$ cat src/rtl/serial_link_vc_credit_sync_if.sv
// Link-side bundle for the virtual-channel credit block: per-channel source
// streams, the outgoing packet stage, received credit fields and local
// buffer-release pulses.
`timescale 1ns/1ps
interface serial_link_vc_credit_sync_if #(
  parameter int unsigned NumChannels = 2,
  parameter int unsigned DataWidth   = 32,
  parameter int unsigned CreditWidth = 4,
  parameter int unsigned ChIdWidth   = 1
);

  // Per-channel source streams
  logic [NumChannels*DataWidth-1:0] data_i;
  logic [NumChannels-1:0]           valid_i;
  logic [NumChannels-1:0]           ready_o;

  // Outgoing packet stage
  logic [DataWidth-1:0]             data_o;
  logic [ChIdWidth-1:0]             data_ch_o;
  logic [CreditWidth-1:0]           credits_o;
  logic [ChIdWidth-1:0]             cred_ch_o;
  logic                             credits_only_o;
  logic                             valid_o;
  logic                             ready_i;

  // Credits arriving from the peer
  logic                             rx_valid_i;
  logic [ChIdWidth-1:0]             rx_cred_ch_i;
  logic [CreditWidth-1:0]           rx_credits_i;

  // Local receive buffers releasing one element
  logic [NumChannels-1:0]           consumed_i;

  // The credit block itself
  modport slave (
    input  data_i, valid_i, ready_i, rx_valid_i, rx_cred_ch_i, rx_credits_i, consumed_i,
    output ready_o, data_o, data_ch_o, credits_o, cred_ch_o, credits_only_o, valid_o
  );

  // Whatever drives the sources and consumes the packets
  modport master (
    output data_i, valid_i, ready_i, rx_valid_i, rx_cred_ch_i, rx_credits_i, consumed_i,
    input  ready_o, data_o, data_ch_o, credits_o, cred_ch_o, credits_only_o, valid_o
  );

endinterface

$ cat src/rtl/serial_link_vc_credit_sync.sv
// Credit-based flow control for several virtual channels sharing one serial
// link. Round-robin arbitration of the channel streams into a registered
// packet stage; every packet piggybacks the largest pending credit return,
// and a credits-only packet is forced when a return backlog builds up.
`timescale 1ns/1ps
module serial_link_vc_credit_sync #(
  parameter int unsigned NumChannels     = 2,
  parameter int unsigned DataWidth       = 32,
  parameter int unsigned NumCredits      = 8,
  parameter int unsigned ForceSendThresh = NumCredits - 4,
  parameter int unsigned CreditWidth     = $clog2(NumCredits + 1),
  parameter int unsigned ChIdWidth       = (NumChannels > 1) ? $clog2(NumChannels) : 1
) (
  input logic                         clk_i,
  input logic                         rst_ni,
  serial_link_vc_credit_sync_if.slave bus
);

  typedef logic [CreditWidth-1:0] cred_t;
  typedef logic [CreditWidth:0]   wide_t;   // one spare bit so overflow is visible
  typedef logic [ChIdWidth-1:0]   ch_t;

  typedef enum logic {
    ST_IDLE,
    ST_HOLD
  } state_e;

  // Registered state
  state_e               r_state;
  logic                 r_valid;
  logic [DataWidth-1:0] r_data;
  ch_t                  r_data_ch;
  cred_t                r_credits;
  ch_t                  r_cred_ch;
  logic                 r_credits_only;
  ch_t                  r_rr_ptr;
  cred_t                r_avail   [NumChannels];
  cred_t                r_to_send [NumChannels];

  // Combinational decisions for the current cycle
  ch_t                    w_cred_ch;
  cred_t                  w_snap;
  logic [NumChannels-1:0] w_eligible;
  ch_t                    w_pick;
  ch_t                    w_pick_hi;
  logic                   w_found_hi;
  ch_t                    w_ptr_nxt;
  logic [DataWidth-1:0]   w_pick_data;
  logic                   w_launch_ok;
  logic                   w_data_launch;
  logic                   w_force_launch;
  logic                   w_launch;
  logic [NumChannels-1:0] w_ready;
  wide_t                  w_avail_nxt   [NumChannels];
  wide_t                  w_to_send_nxt [NumChannels];

  // Credit channel: largest pending return, lowest index wins a tie.
  // NOTE: every always_comb output gets a default first, so no path can leave it unassigned and infer a latch.
  always_comb begin
    w_cred_ch = '0;
    w_snap    = r_to_send[0];
    for (int c = 1; c < NumChannels; c++) begin
      if (r_to_send[c] > w_snap) begin
        w_cred_ch = ch_t'(c);
        w_snap    = r_to_send[c];
      end
    end
  end

  // Eligibility: the last credit is only spent when it also carries returned credits.
  always_comb begin
    w_eligible = '0;
    for (int c = 0; c < NumChannels; c++) begin
      w_eligible[c] = bus.valid_i[c] &&
                      ((r_avail[c] > cred_t'(1)) ||
                       ((r_avail[c] == cred_t'(1)) && (w_snap != '0)));
    end
  end

  // Round-robin pick: first eligible at or above the pointer, else first eligible overall.
  always_comb begin
    w_pick     = '0;
    w_pick_hi  = '0;
    w_found_hi = 1'b0;
    for (int c = NumChannels - 1; c >= 0; c--) begin
      if (w_eligible[c]) begin
        w_pick = ch_t'(c);
        if (c >= int'(r_rr_ptr)) begin
          w_pick_hi  = ch_t'(c);
          w_found_hi = 1'b1;
        end
      end
    end
    if (w_found_hi) begin
      w_pick = w_pick_hi;
    end
  end

  assign w_ptr_nxt   = (int'(w_pick) == int'(NumChannels) - 1) ? '0 : w_pick + 1'b1;
  assign w_pick_data = bus.data_i[int'(w_pick)*DataWidth +: DataWidth];

  // A new packet may load when the stage is empty or is being emptied this cycle.
  assign w_launch_ok    = (r_state == ST_IDLE) || bus.ready_i;
  assign w_data_launch  = w_launch_ok && (|w_eligible);
  assign w_force_launch = w_launch_ok && !(|w_eligible) && (w_snap >= cred_t'(ForceSendThresh));
  assign w_launch       = w_data_launch || w_force_launch;

  // Accept strobe back to the chosen source, only in the launch cycle.
  always_comb begin
    w_ready = '0;
    if (w_data_launch) begin
      w_ready[w_pick] = 1'b1;
    end
  end

  // Next counter values: received credits, launch spend, consumed pulses and committed returns all combine.
  always_comb begin
    for (int c = 0; c < NumChannels; c++) begin
      w_avail_nxt[c]   = {1'b0, r_avail[c]};
      w_to_send_nxt[c] = {1'b0, r_to_send[c]} + wide_t'(bus.consumed_i[c]);
      if (bus.rx_valid_i && (int'(bus.rx_cred_ch_i) == c)) begin
        w_avail_nxt[c] = w_avail_nxt[c] + {1'b0, bus.rx_credits_i};
      end
      if (w_data_launch && (int'(w_pick) == c)) begin
        w_avail_nxt[c] = w_avail_nxt[c] - wide_t'(1);
      end
      if (w_launch && (int'(w_cred_ch) == c)) begin
        w_to_send_nxt[c] = w_to_send_nxt[c] - {1'b0, w_snap};
      end
    end
  end

  // Credit counters per channel.
  // NOTE: these small counter arrays are live protocol state, so each entry is reset, unlike a data RAM.
  always_ff @(posedge clk_i or negedge rst_ni) begin
    if (!rst_ni) begin
      for (int c = 0; c < NumChannels; c++) begin
        r_avail[c]   <= cred_t'(NumCredits);
        r_to_send[c] <= '0;
      end
    end else begin
      for (int c = 0; c < NumChannels; c++) begin
        r_avail[c]   <= w_avail_nxt[c][CreditWidth-1:0];
        r_to_send[c] <= w_to_send_nxt[c][CreditWidth-1:0];
      end
    end
  end

  // Output stage FSM: load a packet on launch, hold it unchanged until the link takes it.
  // NOTE: sequential state uses non-blocking assignments so all registers update from pre-edge values.
  always_ff @(posedge clk_i or negedge rst_ni) begin
    if (!rst_ni) begin
      r_state        <= ST_IDLE;
      r_valid        <= 1'b0;
      r_data         <= '0;
      r_data_ch      <= '0;
      r_credits      <= '0;
      r_cred_ch      <= '0;
      r_credits_only <= 1'b0;
      r_rr_ptr       <= '0;
    end else if (w_launch) begin
      r_state        <= ST_HOLD;
      r_valid        <= 1'b1;
      r_data         <= w_data_launch ? w_pick_data : '0;
      r_data_ch      <= w_data_launch ? w_pick : '0;
      r_credits      <= w_snap;
      r_cred_ch      <= w_cred_ch;
      r_credits_only <= !w_data_launch;
      if (w_data_launch) begin
        r_rr_ptr <= w_ptr_nxt;
      end
    end else if ((r_state == ST_HOLD) && bus.ready_i) begin
      r_state <= ST_IDLE;
      r_valid <= 1'b0;
    end
  end

  assign bus.ready_o        = w_ready;
  assign bus.valid_o        = r_valid;
  assign bus.data_o         = r_data;
  assign bus.data_ch_o      = r_data_ch;
  assign bus.credits_o      = r_credits;
  assign bus.cred_ch_o      = r_cred_ch;
  assign bus.credits_only_o = r_credits_only;

`ifndef SYNTHESIS
  // Protocol errors from the surroundings: counter overflow or an unknown credit channel.
  always @(posedge clk_i) begin
    if (rst_ni) begin
      if (bus.rx_valid_i) begin
        assert (32'(bus.rx_cred_ch_i) < NumChannels);
      end
      for (int c = 0; c < NumChannels; c++) begin
        assert (w_avail_nxt[c] <= wide_t'(NumCredits));
        assert (w_to_send_nxt[c] <= wide_t'(NumCredits));
      end
    end
  end
`endif

endmodule

$ cat src/flat_wrapper.sv
// flat-port wrapper written by rule: the top's interface ports become plain ports
module serial_link_vc_credit_sync_flat 
#(
  parameter int unsigned NumChannels     = 2,
  parameter int unsigned DataWidth       = 32,
  parameter int unsigned NumCredits      = 8,
  parameter int unsigned ForceSendThresh = NumCredits - 4,
  parameter int unsigned CreditWidth     = $clog2(NumCredits + 1),
  parameter int unsigned ChIdWidth       = (NumChannels > 1) ? $clog2(NumChannels) : 1
)
  (clk_i, rst_ni, bus_data_i, bus_valid_i, bus_ready_i, bus_rx_valid_i, bus_rx_cred_ch_i, bus_rx_credits_i, bus_consumed_i, bus_ready_o, bus_data_o, bus_data_ch_o, bus_credits_o, bus_cred_ch_o, bus_credits_only_o, bus_valid_o);
  serial_link_vc_credit_sync_if #(.NumChannels(NumChannels), .DataWidth(DataWidth), .CreditWidth(CreditWidth), .ChIdWidth(ChIdWidth)) bus_i ();
  input logic clk_i;
  input logic rst_ni;
  input wire logic [$bits(bus_i.data_i)-1:0] bus_data_i;
  input wire logic [$bits(bus_i.valid_i)-1:0] bus_valid_i;
  input wire logic [$bits(bus_i.ready_i)-1:0] bus_ready_i;
  input wire logic [$bits(bus_i.rx_valid_i)-1:0] bus_rx_valid_i;
  input wire logic [$bits(bus_i.rx_cred_ch_i)-1:0] bus_rx_cred_ch_i;
  input wire logic [$bits(bus_i.rx_credits_i)-1:0] bus_rx_credits_i;
  input wire logic [$bits(bus_i.consumed_i)-1:0] bus_consumed_i;
  output wire logic [$bits(bus_i.ready_o)-1:0] bus_ready_o;
  output wire logic [$bits(bus_i.data_o)-1:0] bus_data_o;
  output wire logic [$bits(bus_i.data_ch_o)-1:0] bus_data_ch_o;
  output wire logic [$bits(bus_i.credits_o)-1:0] bus_credits_o;
  output wire logic [$bits(bus_i.cred_ch_o)-1:0] bus_cred_ch_o;
  output wire logic [$bits(bus_i.credits_only_o)-1:0] bus_credits_only_o;
  output wire logic [$bits(bus_i.valid_o)-1:0] bus_valid_o;
  assign bus_i.data_i = bus_data_i;
  assign bus_i.valid_i = bus_valid_i;
  assign bus_i.ready_i = bus_ready_i;
  assign bus_i.rx_valid_i = bus_rx_valid_i;
  assign bus_i.rx_cred_ch_i = bus_rx_cred_ch_i;
  assign bus_i.rx_credits_i = bus_rx_credits_i;
  assign bus_i.consumed_i = bus_consumed_i;
  assign bus_ready_o = bus_i.ready_o;
  assign bus_data_o = bus_i.data_o;
  assign bus_data_ch_o = bus_i.data_ch_o;
  assign bus_credits_o = bus_i.credits_o;
  assign bus_cred_ch_o = bus_i.cred_ch_o;
  assign bus_credits_only_o = bus_i.credits_only_o;
  assign bus_valid_o = bus_i.valid_o;
  serial_link_vc_credit_sync #(.NumChannels(NumChannels), .DataWidth(DataWidth), .NumCredits(NumCredits), .ForceSendThresh(ForceSendThresh), .CreditWidth(CreditWidth), .ChIdWidth(ChIdWidth)) u_core (.clk_i(clk_i), .rst_ni(rst_ni), .bus(bus_i));
endmodule
$ cat config.mk
export PLATFORM = sky130hd
export DESIGN_NAME = serial_link_vc_credit_sync_flat
export DESIGN_NICKNAME = d
export VERILOG_FILES = /design/src/rtl/serial_link_vc_credit_sync_if.sv /design/src/rtl/serial_link_vc_credit_sync.sv /design/src/flat_wrapper.sv
export SDC_FILE = /design/constraint.sdc
export NUM_CORES = 1
export LEC_CHECK = 0
export ABC_AREA = 1
export BUFFER_PORTS_ARGS = -buffer_cell sky130_fd_sc_hd__clkbuf_2
export CELL_PAD_IN_SITES_DETAIL_PLACEMENT = 1
export CELL_PAD_IN_SITES_GLOBAL_PLACEMENT = 2
export CORE_ASPECT_RATIO = 0.8
export CORE_MARGIN = 2
export CORE_UTILIZATION = 28
export CTS_CLUSTER_DIAMETER = 150
export CTS_CLUSTER_SIZE = 40
export DETAILED_ROUTE_END_ITERATION = 6
export HOLD_SLACK_MARGIN = 0.03
export PLACE_DENSITY = 0.81
export SETUP_SLACK_MARGIN = 0.2
export SLEW_MARGIN = 20
export SYNTH_ARGS = -nofsm -noshare
export SYNTH_HDL_FRONTEND = slang
export SYNTH_SLANG_ARGS = --single-unit
$ cat constraint.sdc
create_clock -name clk_i -period 2.8 [get_ports clk_i]
set_input_delay 0.42 -clock clk_i [delete_from_list [all_inputs] [get_ports clk_i]]
set_output_delay 0.42 -clock clk_i [all_outputs]
set_load 0.02 [all_outputs]
==> qor.csv, run 1 <==
metric,value,unit
Die Y,107,µm
Syn Area/Cell,7.39,µm²
Synth Area in Simple Gates,36.4,%
area of the mapped netlist,0.00369,mm²
WL final,12.5,mm
internal power,3.85,mW
post-synth top area share,37.3,%
CTS max path bufs,2,
Worst-path clk slew,0.05,ns
Setup WS pre-CTS,0.0664,ns
combinational family with the most area after synthesis,simple AND/OR/NAND/NOR gates,
fraction of layout cells with a size suffix above 1,32.3,%
number of global-route vias before repair,3812,
Final min period,2.76,ns
Setup CP Type,reg2out,
final hold viol count,0,
GRT Overall Usage,17.3,%
Root Buffer,clkbuf_16,
Worst Setup SP,u_core.r_to_send[3],
Compound-Gate Fraction of Synth Area,2.82,%
Overflow after GRT,0,
Worst Path Max Fanout,5,
switching pwr,3.83,mW
post-route ant nets,0,
worst min-delay path category,in2reg,
Mapped Cells,499,
Post-Synth Adder-Cell Area,9.64,%
status,"finished, final reports clean",
io pins,119,
Syn Nets,602,
Worst setup EP type,output port,
first-pass GRT wire length,19.4,mm
die footprint,0.0141,mm²
fill cell count,1660,
initial cell density of the core,28.6,%
antenna cells,0,
routability congestion estimate,0.837,
"Slew Viols, Final",0,
mux cell area share after synthesis,0,%
Final Total Pwr,7.67,mW
pin count of the biggest net entering global routing,39,
CTS tree,done,
PnR worst setup slack,0.0425,ns
PortBufs,118,
Final Cycle Share,98.5,%
Vias per Instance,4.56,
number of cell rows,37,
static leakage,2.88,nW
"Design Area, Final",0.00512,mm²
xor/xnor cell area share of the yosys netlist,4.75,%
final core occ,39.8,%
worst skew pair latency,0.33,ns
required time of the critical path,2.38,ns
synth unique cells,30,
setup TNS,0,ns
initial drt markers,148,
DR pass1 iterations,4,
CP arrival,2.34,ns
cts bufs inserted,9,
footprint of the multi-input gates,0.00214,mm²
# H-tree levels,3,
RSZ-0062 raised after global routing,yes,
worst-margin pin slew,0.610,ns
Max Fclk,0.363,GHz
Rel. slew slack,59.0,%
register area,0.00143,mm²
switching part of the total,49.8,%
initial antenna violation count,0,
"flops & latches, synth",57,
Layout Nets,742,
clock power share,12.9,%
max-cap check violation count,0,
Synth-to-Final Area Change,38.9,%
combinational power share,67.5,%
post-route clock skew,0.00506,ns
DP Cell Count,781,
pwr dens,1500,mW/mm²
Reg power frac,19.6,%
Synth area leader,dfrtp_1,
Critical R2R Launch,u_core.r_to_send[3],
worst hold slack,0.368,ns
TritonCTS sink count,57,
hpwl dp,8.68,mm
# setup viols final,0,
Core Area,0.0129,mm²
Die W,132,µm
WL/cell,15.3,µm
CP startpoint kind,flip-flop,
hold_sp,bus_data_i[0],
final non-filler cell total,819,
Residual DRC,0,
Vias,3734,
register area share after synthesis,38.8,%
placed inst area,0.00446,mm²
Worst IR Drop VDD,0.000554,V
number of synthesis warnings,0,
Area contributors post-synth,"dfrtp_1 (37%), nand2_1 (24%), ha_1 (7.5%)",
sequential cells by signal (all words and copies together), names as in the netlist:
| name | cells |
|---|---|
| u_core.bus.cred_ch_o | 1 |
| u_core.bus.credits_o | 4 |
| u_core.bus.credits_only_o | 1 |
| u_core.bus.data_ch_o | 1 |
| u_core.bus.data_o | 32 |
| u_core.r_avail | 8 |
| u_core.r_rr_ptr | 1 |
| u_core.r_state | 1 |
| u_core.r_to_send | 8 |
cell type report:
cell class	instances	area share [%]
well taps	175	4.28
repair buffers	149	17.7
clock inverters	6	0.684
flip-flops and latches	57	27.9
multi-input cells	379	41.8
inverters	43	3.20
clock buffers	10	4.47
layer usage:
layer	track usage, %	part of all wire (%)	vias up
met5	0	0	-
met2	30.2	50	76
met4	5.45	1.8	0
met1	21.3	44	1788
met3	3.88	4.1	16
li1	-	-	1854
logic make-up after synthesis:
logic type               Yosys count
AND/OR/NAND/NOR                  315
buffers and inverters             63
flip-flops                        57
adder cells (fa/ha/maj)           26
XOR/XNOR                          20
AO/OA/AOI/OAI                     18
worst max-delay path, stage by stage, from the launching register on:
cell	delay, ns
dfrtp_1	0.41
ha_4	0.30
nand2_2	0.05
inv_2	0.08
nand2_2	0.07
nand2_4	0.10
nand2_4	0.08
nand2_2	0.07
nand2_2	0.08
nor2_4	0.17
nand3_4	0.11
nand3_2	0.14
a21oi_4	0.08
nand2_4	0.10
inv_2	0.04
buf_8	0.12
worst paths after layout:
| kind | end | slack, ns | cells after the start |
|---|---|---|---|
| max reg2reg | u_core.r_to_send[3] | 0.16 | 17 |
| min reg2reg | u_core.bus.cred_ch_o | 0.48 | 2 |
| max in group asynchronous | u_core.r_to_send[4] | 1.64 | 3 |
| min | u_core.bus.data_o[0] | 0.37 | 5 |
| min in group asynchronous | u_core.bus.data_o[0] | 0.48 | 2 |
| max | bus_ready_o[0] | 0.04 | 15 |
cells in the mapped netlist:
cell type,instances
dfrtp_1,55
nand2_1,233
nand2_2,4
nor4_1,2
nand4_2,1
clkbuf_1,1
fa_1,4
ha_1,22
nand3_1,48
xor2_1,14
nor2_4,1
nor2_1,8
dfstp_2,2
a21oi_2,1
nand4_1,9
nand3b_1,1
o21ai_0,9
o21ai_1,2
nor3_1,1
buf_1,2
inv_1,39
nand3_2,3
buf_6,4
buf_2,13
xnor2_1,6
nor2_2,2
nand2_4,2
inv_2,4
a211oi_1,4
a21oi_1,2
what timing repair did:
item | in CTS | in global routing
hold buffers | 1 | 0
buffers inserted | 14 | 5
resized for setup | 22 | 22
endpoints found under the setup margin | 44 | 43
pin swaps | 14 | 14
gates cloned | 0 | 2
hold endpoints to repair | 5 | 0
power by group through the flow:
stage          Combinational (mW)  Sequential, mW  Clock [mW]
2_1_floorplan                2.76            1.79           0
3_3_place_gp                 4.07            1.51           0
3_5_place_dp                 4.22            1.53           0
4_1_cts                      4.67            1.50        1.02
5_1_grt                      5.77            1.56        1.05
6_report                     5.18            1.50       0.993
layout by cell type (no fill, tap or decap), types with 3 or more instances in the layout:
| master | synthesis | routed |
|---|---|---|
| a211oi_1 | 4 | 3 |
| buf_4 | 0 | 26 |
| clkbuf_16 | 0 | 11 |
| clkbuf_2 | 0 | 116 |
| clkinv_2 | 0 | 4 |
| dfrtp_1 | 55 | 55 |
| fa_1 | 4 | 3 |
| ha_1 | 22 | 17 |
| ha_4 | 0 | 4 |
| inv_1 | 39 | 36 |
| inv_2 | 4 | 6 |
| nand2_1 | 233 | 222 |
| nand2_2 | 4 | 13 |
| nand2_4 | 2 | 4 |
| nand3_1 | 48 | 45 |
| nand3_2 | 3 | 3 |
| nand3_4 | 0 | 3 |
| nand4_1 | 9 | 9 |
| nor2_1 | 8 | 8 |
| nor2_4 | 1 | 3 |
| o21ai_0 | 9 | 9 |
| xnor2_1 | 6 | 6 |
| xor2_1 | 14 | 14 |
Power figures use the tool's default switching activity.
==> run 2, diff against run 1 <==
--- a/config.mk
+++ b/config.mk
@@ -15,9 +15,9 @@
 export CTS_CLUSTER_DIAMETER = 150
 export CTS_CLUSTER_SIZE = 40
 export DETAILED_ROUTE_END_ITERATION = 6
+export GPL_TIMING_DRIVEN = 0
 export HOLD_SLACK_MARGIN = 0.03
 export PLACE_DENSITY = 0.81
-export SETUP_SLACK_MARGIN = 0.2
 export SLEW_MARGIN = 20
 export SYNTH_ARGS = -nofsm -noshare
 export SYNTH_HDL_FRONTEND = slang
==> constraint.sdc (replaced) <==
create_clock -name clk_i -period 2.7 [get_ports clk_i]
set_input_delay 0.405 -clock clk_i [delete_from_list [all_inputs] [get_ports clk_i]]
set_output_delay 0.405 -clock clk_i [all_outputs]
set_load 0.02 [all_outputs]
==> run 2 against run 1 <==
  * Cell area grew 3.4%
  * Highest routed layer unchanged
  * Critical path type unchanged
  * The flow now finishes with violations (negative setup slack)
  * Sequential share of layout area fell by 0.93 points
  * Clock skew up 0.0027 ns
  * Worst hold slack worse by 0.021 ns
  * Critical path depth up 2
  * Global-route usage grew 0.96 points
  * First-iteration DRC count is 8.1% lower
  * Count of clock-buffer cells in the layout rose by 4
  * Worst setup slack got worse by 0.18 ns
  * Clock power rose by 31%
  * Sequential cell count stayed put
  * Via count increased by 3.3%
==> qor.csv, run 2 (same netlist as run 1, synthesis figures left out) <==
metric,value,unit
number of global-route vias before repair,4057,
Vias,3858,
Final Cycle Share,105,%
failing checks,negative setup slack,
die footprint,0.0141,mm²
post-route clock skew,0.00773,ns
Final Total Pwr,8.42,mW
fraction of layout cells with a size suffix above 1,33.7,%
final core occ,41.2,%
Synth-to-Final Area Change,43.7,%
Setup CP Type,reg2out,
worst min-delay path category,in2reg,
footprint of the multi-input gates,0.00215,mm²
cts bufs inserted,9,
CP startpoint kind,flip-flop,
worst-margin pin slew,0.567,ns
Final min period,2.83,ns
Critical R2R Launch,u_core.r_to_send[2],
switching part of the total,48.1,%
Die W,132,µm
Worst setup EP type,output port,
r2r setup slk,0.07,ns
Root Buffer,clkbuf_16,
CTS tree,done,
hold_sp,bus_data_i[4],
max reg flops,32,
Worst-path clk slew,0.06,ns
reg-to-reg endpoint,u_core.r_to_send[3],
final hold viol count,0,
register area,0.00143,mm²
TritonCTS sink count,57,
static leakage,2.99,nW
Layout Nets,763,
post-route ant nets,0,
Worst IR Drop VDD,0.000495,V
pin count of the biggest net entering global routing,33,
"Design Area, Final",0.00530,mm²
CP arrival,2.43,ns
Core Area,0.0129,mm²
antenna cells,0,
Hold Path Sink,u_core.bus.data_o[4],
number of cell rows,37,
worst skew pair latency,0.34,ns
most frequent cells in the layout,"nand2_1 (224), clkbuf_2 (117), dfrtp_1 (55), nand3_1 (45), inv_1 (34)",
Worst Path Max Fanout,6,
routability congestion estimate,0.783,
max-cap check violation count,0,
status,"complete, but fails checks",
fill cell count,1649,
Residual DRC,0,
Reg2Reg Depth,17,
cell depth of the worst hold path,5,
required time of the critical path,2.30,ns
# setup viols final,2,
WL final,12.6,mm
# H-tree levels,3,
initial drt markers,136,
Setup WS pre-CTS,-0.287,ns
Rel. slew slack,61.9,%
initial cell density of the core,28.6,%
io pins,119,
WL/cell,15.0,µm
switching pwr,4.05,mW
placed inst area,0.00452,mm²
GRT Overall Usage,18.2,%
Max Fclk,0.353,GHz
DR pass1 iterations,4,
pwr dens,1590,mW/mm²
first-pass GRT wire length,20.1,mm
Die Y,107,µm
"Slew Viols, Final",0,
internal power,4.37,mW
PortBufs,118,
"commonest non-fill, non-tap cell in the layout",nand2_1,
clock power share,15.4,%
CTS max path bufs,2,
Vias per Instance,4.59,
Reg power frac,18.7,%
RSZ-0062 raised after global routing,yes,
initial antenna violation count,0,
Overflow after GRT,0,
combinational power share,65.9,%
hpwl dp,9.23,mm
PnR worst setup slack,-0.134,ns
-- run 2: changes by cell type in the layout (fill, tap and decap cells not counted), moves of 3 or more --
cell,change
clkinv_2,-4
buf_4,+4
ha_1,+3
buf_6,+5
clkbuf_8,+3
nand2_2,-6
buf_2,+12
-- run 2: power groups by stage --
stage	logic [mW]	clock network, mW	registers, mW
floorplan	2.86	0	1.85
global placement	4.23	0	1.58
detailed placement	4.44	0	1.59
CTS	5.15	1.33	1.57
global route	6.19	1.38	1.62
finish	5.55	1.30	1.57
-- run 2: layout make-up --
| type | count | share of cell area, % |
|---|---|---|
| multi-input cells | 379 | 40.5 |
| flip-flops and latches | 57 | 27.0 |
| repair buffers | 150 | 16.3 |
| clock buffers | 14 | 5.17 |
| well taps | 175 | 4.13 |
| inverters | 43 | 3.21 |
| plain buffers | 20 | 2.53 |
| clock inverters | 2 | 1.13 |
-- run 2: worst max-delay path, cell delays in order (launching register included) --
cell and delay (ns):
dfrtp_1 0.37, inv_1 0.05, ha_1 0.28, nand2_2 0.06, inv_2 0.07, nand2_2 0.07, nand2_4 0.11, nand2_8 0.09
nand2_4 0.08, nand2_4 0.06, nor2_4 0.17, nand3_4 0.11, nand3_2 0.13, a21oi_4 0.07, buf_6 0.15, nand2_8 0.07
inv_4 0.03, buf_8 0.11
-- run 2: repair_timing --
action,4_1_cts,5_1_grt
endpoints found under the hold margin,14,0
cloned,0,0
gates resized for setup,34,16
setup buffers,20,10
hold buffers,1,0
pin swaps,18,18
endpoints found under the setup margin,4,31
-- run 2: per-layer routing --
metal / up-vias / routed length [µm] / global-route usage [%]
li1: 1894 / - / -
met3: 18 / 379 / 4.11
met1: 1881 / 5620 / 22.0
met2: 65 / 6330 / 31.4
met5: - / 0 / 0
met4: 0 / 240 / 7.83
-- run 2: how the worst max path moves through the flow --
stage                        start        endpoint  slack, ns  cells after the start
3_3_place_gp   u_core.r_to_send[5]  bus_ready_o[0]      -0.25                     17
4_1_cts        u_core.r_to_send[1]  bus_ready_o[0]      -0.13                     16
3_5_place_dp   u_core.r_to_send[5]  bus_ready_o[0]      -0.29                     17
2_1_floorplan  u_core.r_to_send[1]  bus_ready_o[0]       0.20                     15
5_1_grt        u_core.r_to_send[6]  bus_ready_o[0]      -0.26                     18
6_report       u_core.r_to_send[6]  bus_ready_o[0]      -0.13                     17
-- run 2: through the flow --
stage / setup TNS, ns / hold slack [ns] / cells
after floorplan: 0 / 0.109 / 499
after global placement: -0.339 / 0.463 / 792
after detailed placement: -0.454 / 0.387 / 793
after CTS: -0.252 / 0.340 / 830
after global routing: -0.586 / 0.360 / 840
final: -0.193 / 0.347 / 840
==> run 3, diff against run 2 <==
--- a/config.mk
+++ b/config.mk
@@ -8,16 +8,17 @@
 export ABC_AREA = 1
 export BUFFER_PORTS_ARGS = -buffer_cell sky130_fd_sc_hd__clkbuf_2
 export CELL_PAD_IN_SITES_DETAIL_PLACEMENT = 1
-export CELL_PAD_IN_SITES_GLOBAL_PLACEMENT = 2
+export CELL_PAD_IN_SITES_GLOBAL_PLACEMENT = 1
 export CORE_ASPECT_RATIO = 0.8
 export CORE_MARGIN = 2
-export CORE_UTILIZATION = 28
+export CORE_UTILIZATION = 36
 export CTS_CLUSTER_DIAMETER = 150
 export CTS_CLUSTER_SIZE = 40
 export DETAILED_ROUTE_END_ITERATION = 6
 export GPL_TIMING_DRIVEN = 0
 export HOLD_SLACK_MARGIN = 0.03
-export PLACE_DENSITY = 0.81
+export PLACE_DENSITY = 0.8
+export REMOVE_ABC_BUFFERS = 1
 export SLEW_MARGIN = 20
 export SYNTH_ARGS = -nofsm -noshare
 export SYNTH_HDL_FRONTEND = slang
==> run 3 against run 2 <==
  * The flow still finishes with violations (negative setup slack)
  * Global-route usage up 6.9 points
  * Core utilization up 13 points
  * Register-to-register slack worse by 0.14 ns
  * Critical path depth down 1
  * Count of clock-buffer cells in the layout down 3
  * Worst hold slack better by 0.0051 ns
  * Via count up 7.2%
  * Clock skew up 0.0073 ns
  * Die area down 22%
  * Non-clock buffer count down 11
  * First-iteration DRC count up 67%
  * Critical path type unchanged
  * Largest cell class unchanged
==> qor.csv, run 3 (same netlist as run 1, synthesis figures left out) <==
metric,value,unit
Root Buffer,clkbuf_16,
hold_sp,bus_data_i[2],
Residual DRC,0,
initial antenna violation count,0,
Worst setup EP type,output port,
final core occ,54.2,%
pwr dens,1710,mW/mm²
"commonest non-fill, non-tap cell in the layout",nand2_1,
initial drt markers,227,
Overflow after GRT,0,
DR pass1 iterations,5,
final hold viol count,0,
CP arrival,2.66,ns
CTS max path bufs,2,
footprint of the multi-input gates,0.00233,mm²
most frequent cells in the layout,"nand2_1 (224), clkbuf_2 (115), dfrtp_1 (55), nand3_1 (43), inv_1 (35)",
clock power share,14.6,%
Layout Nets,758,
failing checks,negative setup slack,
RSZ-0062 raised after global routing,yes,
internal power,4.66,mW
Die W,117,µm
post-route clock skew,0.0150,ns
Worst-path clk slew,0.06,ns
Worst Path Max Fanout,5,
max-cap check violation count,0,
switching part of the total,50.1,%
Rel. slew slack,31.8,%
worst skew pair latency,0.35,ns
number of global-route vias before repair,4085,
initial cell density of the core,36.4,%
reg-to-reg endpoint,u_core.r_to_send[2],
PnR worst setup slack,-0.368,ns
Critical R2R Launch,u_core.r_to_send[6],
# setup viols final,21,
routability congestion estimate,0.825,
r2r setup slk,-0.07,ns
status,"complete, but fails checks",
Reg power frac,17.1,%
cts bufs inserted,9,
antenna cells,0,
Die Y,94.5,µm
Setup CP Type,reg2out,
first-pass GRT wire length,21.0,mm
static leakage,3.04,nW
PortBufs,118,
Vias per Instance,5.17,
max reg flops,32,
Worst IR Drop VDD,0.000661,V
WL final,15.4,mm
worst hold slack,0.352,ns
required time of the critical path,2.30,ns
cell depth of the worst hold path,5,
io pins,119,
CP startpoint kind,flip-flop,
Max Fclk,0.326,GHz
Final Cycle Share,114,%
# H-tree levels,3,
worst min-delay path category,in2reg,
Setup WS pre-CTS,-1.24,ns
register area,0.00143,mm²
pin count of the biggest net entering global routing,38,
CTS tree,done,
GRT Overall Usage,25.2,%
switching pwr,4.68,mW
Synth-to-Final Area Change,48.7,%
post-route ant nets,0,
"Slew Viols, Final",0,
Reg2Reg Depth,14,
Worst Setup SP,u_core.r_to_send[6],
Hold Path Sink,u_core.bus.data_o[2],
Core Area,0.0101,mm²
combinational power share,68.3,%
number of cell rows,33,
Vias,4135,
fraction of layout cells with a size suffix above 1,34.1,%
TritonCTS sink count,57,
Final min period,3.07,ns
die footprint,0.0111,mm²
hpwl dp,8.22,mm
WL/cell,19.2,µm
worst-margin pin slew,1.02,ns
fill cell count,1270,
## run 3: layer usage
layer,up-vias,track usage (%),share of wire (%)
met4,0,12.1,4.2
met5,-,0,0
met3,50,4.62,5.2
met2,168,43.8,51
li1,1893,-,-
met1,2024,29.9,39
## run 3: power groups by stage
stage                     registers (mW)  clock network [mW]  logic [mW]
after floorplan                     1.85                   0        2.71
after global placement              1.57                   0        3.99
after detailed placement            1.59                   0        4.30
after CTS                           1.56                1.37        5.23
after global routing                1.64                1.41        6.90
final                               1.60                1.37        6.38
## run 3: per-stage QoR
step	cells	TNS [ns]	area, µm²	power [mW]
2_1_floorplan	479	-1.69	3560	4.57
3_3_place_gp	737	-34.57	4330	5.56
3_5_place_dp	739	-37.16	4390	5.89
4_1_cts	785	-0.704	5190	8.16
5_1_grt	800	-5.47	5480	9.94
6_report	800	-1.23	5480	9.34
## run 3: critical path, cell delays in order (launching register included)
cell and delay, ns:
dfrtp_1 0.40, inv_1 0.07, ha_1 0.32, nand2_2 0.07
inv_2 0.10, nand2_2 0.07, nand2_4 0.12, nand3_1 0.16
nand2_4 0.14, nor2_4 0.05, nand3_4 0.11, nand3_4 0.11
a21oi_4 0.22, clkbuf_16 0.17, nand2_8 0.05, inv_4 0.05
buf_8 0.10
## run 3: worst max path at each step
stage               depth (start not counted)              to
global route                               17  bus_ready_o[0]
finish                                     16  bus_ready_o[0]
global placement                           16  bus_ready_o[0]
floorplan                                  14  bus_ready_o[0]
CTS                                        15  bus_ready_o[0]
detailed placement                         15  bus_ready_o[0]
## run 3: layout make-up
cell class / instances / area share (%)
clock buffer: 11 / 4.43
clock inverter: 5 / 1.87
inverter: 43 / 3.40
multi-input combinational: 384 / 42.5
sequential: 57 / 26.1
tap: 140 / 3.20
timing repair buffer: 159 / 18.4
timing repair inverter: 1 / 0.114
## run 3: timing repair
item                                    CTS  global route
cloned                                    5             2
hold buffers                              1             0
endpoints found under the setup margin   59            56
endpoints found under the hold margin    18             0
resized for setup                        38            28
pin swaps                                14            20
setup buffers                            24            13
